[src/rtl/mem_port_arbiter.sv]
// mem_port_arbiter: round-robin owner of the single memory port,
// shared by the fetch and operand requesters, with watchdog and error flag.
module mem_port_arbiter #(
    parameter int ADDR_W  = 8,
    parameter int DATA_W  = 16,
    parameter int TIMEOUT = 255
) (
    input  logic              clk,
    input  logic              rst_n,
    input  logic [ADDR_W-1:0] f_addr,
    input  logic [1:0]        f_rw,
    output logic              f_ack,
    input  logic [ADDR_W-1:0] d_addr,
    input  logic [1:0]        d_rw,
    input  logic [DATA_W-1:0] d_wdata,
    output logic              d_ack,
    output logic [DATA_W-1:0] rdata,
    output logic [ADDR_W-1:0] mem_addr,
    output logic [1:0]        mem_rw,
    output logic [DATA_W-1:0] mem_wdata,
    input  logic [DATA_W-1:0] mem_rdata,
    input  logic              mem_ack,
    output logic              err
);
    localparam int CW = (TIMEOUT > 0) ? $clog2(TIMEOUT + 1) : 1;
    localparam logic [1:0] RW_NULL = 2'b00;
    localparam logic [1:0] RW_RD   = 2'b01;
    localparam logic [1:0] RW_WR   = 2'b10;
    localparam logic [1:0] RW_BAD  = 2'b11;

    typedef enum logic [1:0] {IDLE, BUSY, DRAIN} state_t;

    state_t        state, state_nxt;
    logic          owner, last;  // 1 = operand requester
    logic [CW-1:0] cnt;
    logic          f_ok, d_ok, bad, pick_d, wd_hit;
    logic          grant, done, abort, rel;
    logic [1:0]    own_rw;

    always_comb begin
        f_ok   = (f_rw == RW_RD);
        d_ok   = (d_rw == RW_RD) || (d_rw == RW_WR);
        bad    = (f_rw == RW_WR) || (f_rw == RW_BAD) || (d_rw == RW_BAD);
        pick_d = d_ok && (!f_ok || !last);
        own_rw = owner ? d_rw : f_rw;
        wd_hit = (TIMEOUT != 0) && (cnt == CW'(TIMEOUT - 1));
    end

    always_comb begin
        state_nxt = state;
        grant     = 1'b0;
        done      = 1'b0;
        abort     = 1'b0;
        rel       = 1'b0;
        unique case (state)
            IDLE: begin
                if (f_ok || d_ok) begin
                    grant     = 1'b1;
                    state_nxt = BUSY;
                end
            end
            BUSY: begin
                if (mem_ack) begin
                    done      = 1'b1;
                    state_nxt = DRAIN;
                end else if (wd_hit) begin
                    abort     = 1'b1;
                    state_nxt = DRAIN;
                end
            end
            DRAIN: begin
                if (!mem_ack && own_rw == RW_NULL) begin
                    rel       = 1'b1;
                    state_nxt = IDLE;
                end
            end
            default: state_nxt = IDLE;
        endcase
    end

    always_ff @(posedge clk or negedge rst_n) begin
        if (!rst_n) state <= IDLE;
        else        state <= state_nxt;
    end

    always_ff @(posedge clk or negedge rst_n) begin
        if (!rst_n) begin
            owner     <= 1'b0;
            last      <= 1'b1;
            cnt       <= '0;
            f_ack     <= 1'b0;
            d_ack     <= 1'b0;
            rdata     <= '0;
            mem_addr  <= '0;
            mem_rw    <= RW_NULL;
            mem_wdata <= '0;
            err       <= 1'b0;
        end else begin
            if (grant) begin
                mem_addr  <= pick_d ? d_addr : f_addr;
                mem_rw    <= pick_d ? d_rw : f_rw;
                mem_wdata <= (pick_d && d_rw == RW_WR) ? d_wdata : '0;
                owner     <= pick_d;
                last      <= pick_d;
                cnt       <= '0;
            end
            // Saturating watchdog count while waiting on memory
            if (state == BUSY && !done && !abort && cnt != '1)
                cnt <= cnt + 1'b1;
            if (done || abort) begin
                mem_rw <= RW_NULL;
                if (owner) d_ack <= 1'b1;
                else       f_ack <= 1'b1;
            end
            if (done && mem_rw == RW_RD)
                rdata <= mem_rdata;
            if (rel) begin
                f_ack     <= 1'b0;
                d_ack     <= 1'b0;
                mem_addr  <= '0;
                mem_wdata <= '0;
            end
            if (bad || abort)
                err <= 1'b1;
        end
    end
endmodule

[config.mk]
export PLATFORM = sky130hd
export DESIGN_NAME = mem_port_arbiter
export DESIGN_NICKNAME = d
export VERILOG_FILES = /design/src/rtl/mem_port_arbiter.sv
export SDC_FILE = /design/constraint.sdc
export NUM_CORES = 1
export LEC_CHECK = 0
export BUFFER_PORTS_ARGS = -buffer_cell sky130_fd_sc_hd__clkbuf_2
export CORE_MARGIN = 5
export CORE_UTILIZATION = 52
export CTS_CLUSTER_DIAMETER = 50
export DETAILED_ROUTE_END_ITERATION = 10
export GPL_TIMING_DRIVEN = 1
export PLACE_DENSITY_LB_ADDON = 0.2
export SYNTH_ARGS = -nofsm -noshare
export SYNTH_HDL_FRONTEND = slang
export SYNTH_SLANG_ARGS = --single-unit
[constraint.sdc]
create_clock -name clk -period 2.4 [get_ports clk]
set_input_delay 0 -clock clk [delete_from_list [all_inputs] [get_ports clk]]
set_output_delay 0 -clock clk [all_outputs]
set_load 0.005 [all_outputs]
==> flow_metrics.env, run 1 <==
export IMPL_status="finished, final reports clean"
export IMPL_rsz0062_at_grt="false"
export IMPL_finalSetupViolCount=0
export IMPL_hold_path_end="mem_rw[0]"
export IMPL_synth_simple_gate_area_share_pct=9.306
export IMPL_synthMuxAreaShare_pct=11.32
export IMPL_hold_class="primary input to flip-flop"
export IMPL_top_layer="met4"
export IMPL_wire_per_inst_um=16.33
export IMPL_rr_startpoint="cnt[3]"
export IMPL_fin_nets=410
export IMPL_synth_most_common_cell="dfrtp_1"
export IMPL_io_pins=100
export IMPL_via_per_inst=5.390
export IMPL_ff2ff_setup_slack_ps=520
export IMPL_syn_num_nets=253
export IMPL_finClkSkew_ps=10.67
export IMPL_wl_met2_um=3414
export IMPL_finalPower_mw=3.751
export IMPL_layout_min_cycle_time_ps=2098
export IMPL_path_class="primary input to flip-flop"
export IMPL_postCtsSetupRepairBufs=0
export IMPL_antennaDiodeCount=0
export IMPL_cellPowerDensity_nw_per_um2=997.9
export IMPL_dr_pass1_iters=4
export IMPL_power_frac_seq_pct=41.0
export IMPL_synth_top_family_by_area="compound AO/OA/AOI/OAI gates"
export IMPL_grt_max_degree=26
export IMPL_place_inst=344
export IMPL_synthFlopType="dfrtp_1"
export IMPL_synth_compound_area_share_pct=16.70
export IMPL_cp_end_kind="flip-flop"
export IMPL_start_kind="primary input"
export IMPL_track_usage_pct=22.86
export IMPL_reg2reg_to="cnt[4]"
export IMPL_cts_tree="done"
export IMPL_avgSynthCellArea_um2=12.82
export IMPL_grt_remaining_overflow=0
export IMPL_syn_instance_count=194
export IMPL_post_synth_top_area_cell="dfrtp_1"
export IMPL_drc=0
export IMPL_wl_met3_um=418
export IMPL_htree_levels=3
export IMPL_pwr_share_clk_pct=26.2
export IMPL_grt_pass1_wl_um=11010
export IMPL_ctsResizeCount=0
export IMPL_synth_edf_count=0
export IMPL_drive_above_1_share_pct=41.29
export IMPL_finalCritPeriodShare_pct=87.44
export IMPL_p_comb_share_pct=32.8
export IMPL_cp_required_ps=2600
export IMPL_antenna_found_initial=0
export IMPL_wl_met1_um=2657
export IMPL_p_leak_nw=1.881
export IMPL_cts_num_sinks=57
export IMPL_min_delay_start="d_rw[0]"
export IMPL_peakVddDrop_mv=0.5940
export IMPL_path_max_fanout=10
export IMPL_synth_seq_area_share_pct=57.39
export IMPL_internal_power_mw=2.564
export IMPL_crit_arrival_ps=2290
export IMPL_cts_buffers=9
export IMPL_holdBufCountCts=50
export IMPL_hold_violations=0
export IMPL_max_freq_mhz=476.5
export IMPL_yosys_warnings=0
export IMPL_synth_top_area_share_pct=56.34
export IMPL_synth_area_top_cells="dfrtp_1, mux2_2, a22o_1, mux2i_1, o2bb2ai_1"
export IMPL_insertion_delay_ps=330
export IMPL_async_flop_share_pct=100.0
export IMPL_ant_nets=0
export IMPL_io_buffers=99
export IMPL_dieArea_um2=6266
export IMPL_tns_ps=0
export IMPL_synth_common_cells="dfrtp_1, mux2_2, a22o_1"
export IMPL_num_rows=25
export IMPL_dr_first_iter_drc_count=101
export IMPL_synthXorXnorAreaFrac_pct=0.3521
export IMPL_root_buffer="clkbuf_8"
export IMPL_slew_headroom_pct=59.73
export IMPL_clk_pin_slew_ps=60
export IMPL_slew_violations=0
export IMPL_die_x_um=79.16
export IMPL_gp_congestion=0.7779
export IMPL_cts_buffer_depth=2
export IMPL_maxCapViolCount=0
export IMPL_hpwl_um=4039
export IMPL_die_y_um=79.16
export IMPL_r2r_worst_path_cells=4
export IMPL_tightestPinTransition_ps=604.0
export IMPL_area_delta_synth_final_pct=51.11
export IMPL_yosysUniqueCellTypes=42
export IMPL_p_switching_mw=1.186
export IMPL_holdPathStages=2
export IMPL_totalWireLength_um=6695
export IMPL_start_util_pct=53.01
export IMPL_layoutNonFillerInstCount=410
export IMPL_vias=2210
export IMPL_grt_pass1_vias=2330
export IMPL_switching_share_pct=31.63
export IMPL_synth_adder_area_share_pct=2.012
export IMPL_ys_ff_latch=57
export IMPL_core_area_um2=4692
export IMPL_synthesis_area_um2=2487
[final cells by class]
cell class	instances	area, µm²
clock inverters	5	78.83
multi-input cells	124	987.2
clock buffers	11	141.4
flip-flops and latches	57	1428
inverters	4	15.01
fillers	281	933.4
repair buffers	155	1041
well taps	54	67.56
[how the worst max path moves through the flow]
stage | start | slack, ps | end | depth (start not counted)
2_1_floorplan | owner | 760 | mem_wdata[14] | 5
3_3_place_gp | cnt[2] | 600 | cnt[4] | 4
3_5_place_dp | cnt[2] | 550 | cnt[4] | 4
4_1_cts | d_rw[1] | 330 | mem_addr[6] | 8
5_1_grt | d_rw[1] | 170 | mem_addr[0] | 8
6_report | d_rw[1] | 300 | mem_addr[7] | 8
[cell families after synthesis]
logic type	count (synthesis)
DFF	57
AOI/OAI and AO/OA	50
and+or+nand+nor	43
muxes	26
buffers and inverters	13
adders and majority gates	4
xor gates and xnor gates	1
[worst max-delay path: stages]
cell	delay (ps)
dlygate4sd3_1	530
clkbuf_2	130
ha_1	330
a31oi_1	210
buf_4	250
mux2i_1	210
dlygate4sd3_1	560
o2bb2ai_1	70
[metrics by stage]
stage	worst slack [ps]	hold WS [ps]	util (%)	area, µm²
6_report	301.5	23.24	80.11	3759
5_1_grt	171.0	22.64	80.11	3759
4_1_cts	330.1	0.5417	80.11	3759
3_5_place_dp	546.0	32.87	64.75	3038
3_3_place_gp	595.3	32.93	64.75	3038
2_1_floorplan	759.2	-295.6	-	2487
[layout by cell type (no fill, tap or decap), drive strengths merged, types with 6 or more instances in the layout]
cell,netlist,final
clkbuf,2,110
dfrtp,56,56
dlygate4sd3,0,50
mux2,17,17
a22o,16,16
nand2,11,11
mux2i,9,9
nand3,9,9
o2bb2ai,8,8
o21ai,8,8
buf,7,6
nor2,6,6
[routing by layer]
layer  GRT usage [%]  up-vias
li1                -     1038
met1           26.32     1062
met2           38.80       92
met3           5.442       18
met4           13.06        0
met5               0        -
[registers in the layout (all words and copies together), names as in the netlist, 2 cells and up]
signal and flops:
cnt 8, mem_addr 8, mem_rw 2, mem_wdata 16
rdata 16, state 2
[power by group through the flow]
stage	sequential (mW)	combinational (mW)	clock [mW]
3_3_place_gp	1.53	1.12	0
3_5_place_dp	1.53	1.14	0
4_1_cts	1.53	1.23	0.999
2_1_floorplan	1.53	0.645	0
6_report	1.54	1.23	0.981
5_1_grt	1.58	1.34	1.04
Note: power is estimated with default switching activity, not from simulation.
==> inputs of run 2 (changes only) <==
==> config.mk (replaced) <==
export PLATFORM = sky130hd
export DESIGN_NAME = mem_port_arbiter
export DESIGN_NICKNAME = d
export VERILOG_FILES = /design/src/rtl/mem_port_arbiter.sv
export SDC_FILE = /design/constraint.sdc
export NUM_CORES = 1
export LEC_CHECK = 0
export BUFFER_PORTS_ARGS = -buffer_cell sky130_fd_sc_hd__buf_2
export CORE_MARGIN = 5
export CORE_UTILIZATION = 52
export CTS_CLUSTER_DIAMETER = 50
export DETAILED_ROUTE_END_ITERATION = 10
export GPL_ROUTABILITY_DRIVEN = 1
export GPL_TIMING_DRIVEN = 1
export PLACE_DENSITY = 0.85
export SYNTH_ARGS = -nofsm -noshare
export SYNTH_HDL_FRONTEND = slang
export SYNTH_SLANG_ARGS = --single-unit
==> run 2 against run 1 <==
  * Via count is 1.0% higher
  * Power is 3.2% higher
  * Combinational power hardly changed
  * Global-route usage is 2.7 points higher
  * Critical path depth stayed put
  * Count of clock-buffer cells in the layout is 1 lower
  * Critical path type unchanged
  * Critical endpoint is now mem_addr[0]
  * Largest cell class unchanged
==> flow_metrics.env, run 2 (synthesized netlist as in run 1, its figures left out) <==
export IMPL_vias=2233
export IMPL_cp_required_ps=2630
export IMPL_top_regs="mem_wdata x16, rdata x16"
export IMPL_area_delta_synth_final_pct=52.01
export IMPL_grt_max_degree=37
export IMPL_root_buffer="clkbuf_8"
export IMPL_rsz0062_at_grt="false"
export IMPL_hold_violations=0
export IMPL_finalPower_mw=3.872
export IMPL_peakVddDrop_mv=0.5455
export IMPL_postCtsSetupRepairBufs=0
export IMPL_cp_end_kind="flip-flop"
export IMPL_stdcell_area_um2=3781
export IMPL_dr_pass1_iters=5
export IMPL_layout_common_cells="buf_2, dfrtp_1, dlygate4sd3_1"
export IMPL_crit_chain="dlygate4sd3_1 > buf_2 > ha_1 > a31oi_2 > buf_4 > mux2i_1 > dlygate4sd3_1 > o2bb2ai_1"
export IMPL_dieArea_um2=6266
export IMPL_tns_ps=0
export IMPL_cts_num_sinks=57
export IMPL_path_delay_family="buffers and inverters"
export IMPL_path_max_fanout=8
export IMPL_core_area_um2=4692
export IMPL_totalWireLength_um=7306
export IMPL_cellPowerDensity_nw_per_um2=1024
export IMPL_layoutNonFillerInstCount=408
export IMPL_start_util_pct=53.01
export IMPL_antenna_found_initial=0
export IMPL_place_inst=342
export IMPL_wire_per_inst_um=17.91
export IMPL_slowest_stage="dlygate4sd3_1"
export IMPL_grt_pass1_wl_um=11940
export IMPL_track_usage_pct=25.52
export IMPL_postPlaceCellArea_um2=3023
export IMPL_antennaDiodeCount=0
export IMPL_final_common_cell="buf_2"
export IMPL_drive_above_1_share_pct=41.24
export IMPL_slew_violations=0
export IMPL_htree_levels=3
export IMPL_grt_remaining_overflow=0
export IMPL_layout_min_cycle_time_ps=2255
export IMPL_dr_first_iter_drc_count=134
export IMPL_cts_buffer_depth=2
export IMPL_worst_path_buf_inv=4
export IMPL_grt_pass1_vias=2450
export IMPL_hpwl_um=4316
export IMPL_ant_nets=0
export IMPL_status="finished, final reports clean"
export IMPL_die_x_um=79.16
export IMPL_io_buffers=99
export IMPL_drc=0
export IMPL_insertion_delay_ps=340
export IMPL_hold_class="primary input to flip-flop"
export IMPL_slowest_delay_ps=580
export IMPL_die_y_um=79.16
export IMPL_num_rows=25
export IMPL_start_kind="primary input"
export IMPL_io_pins=100
export IMPL_finalSetupViolCount=0
export IMPL_via_per_inst=5.473
export IMPL_finClkSkew_ps=12.47
export IMPL_max_freq_mhz=443.4
export IMPL_p_leak_nw=1.886
export IMPL_cts_tree="done"
export IMPL_finalCritPeriodShare_pct=93.97
export IMPL_slew_headroom_pct=37.42
export IMPL_tightestPinTransition_ps=937.8
export IMPL_maxCapViolCount=0
export IMPL_gp_congestion=0.8321
export IMPL_clk_pin_slew_ps=70
export IMPL_fin_nets=409
export IMPL_crit_arrival_ps=2480
export IMPL_cts_buffers=9
export IMPL_path_class="primary input to flip-flop"
export IMPL_crit_top_cell="dlygate4sd3_1"
==> run 2: area by class of cell <==
cell class | instances | area (µm²)
Clock buffer | 10 | 137.6
Fill cell | 263 | 910.9
Sequential cell | 57 | 1428
Clock inverter | 5 | 103.9
Multi-Input combinational cell | 124 | 993.5
Timing Repair Buffer | 154 | 1036
Inverter | 4 | 15.01
Tap cell | 54 | 67.56
==> run 2: worst paths after layout <==
path / startpoint / endpoint / slack (ps) / cells past startpoint
min in group asynchronous: rst_n / cnt[4] / 270 / 2
hold reg to reg: err / err / 480 / 1
setup / recovery: d_rw[1] / mem_addr[0] / 140 / 8
max in group asynchronous: rst_n / rdata[8] / 1370 / 3
setup reg to reg: owner / mem_wdata[7] / 530 / 4
hold / removal: d_rw[0] / mem_rw[0] / 9 / 2
==> run 2: per-stage QoR <==
stage               setup WS (ps)  hold slack, ps  util (%)
floorplan                   759.2          -295.6         -
global placement            621.8           116.8     64.43
detailed placement          561.7           120.7     64.43
CTS                         163.4           36.38     80.45
global route                50.42           7.426     80.59
finish                      144.8           8.977     80.59
==> run 2: power breakdown <==
group | switching (mW) | leakage [nW] | total (mW) | internal, mW
registers | 0.236 | 0.728 | 1.53 | 1.30
clock network | 0.398 | 0.122 | 1.11 | 0.712
logic | 0.578 | 1.04 | 1.23 | 0.652
total | 1.21 | 1.89 | 3.87 | 2.66
==> run 2: what timing repair did <==
item | in CTS | in global routing
hold buffers | 51 | 0
resized for setup | 0 | 1
hold endpoints to repair | 76 | 0
endpoints found under the setup margin | 0 | 1
==> run 2: per-layer routing <==
layer | part of all wire, % | up-vias | GRT usage [%]
li1 | - | 1032 | -
met2 | 55 | 105 | 47.56
met1 | 36 | 1077 | 27.25
met3 | 6.7 | 19 | 6.009
met5 | 0 | - | 0
met4 | 2.9 | 0 | 11.00
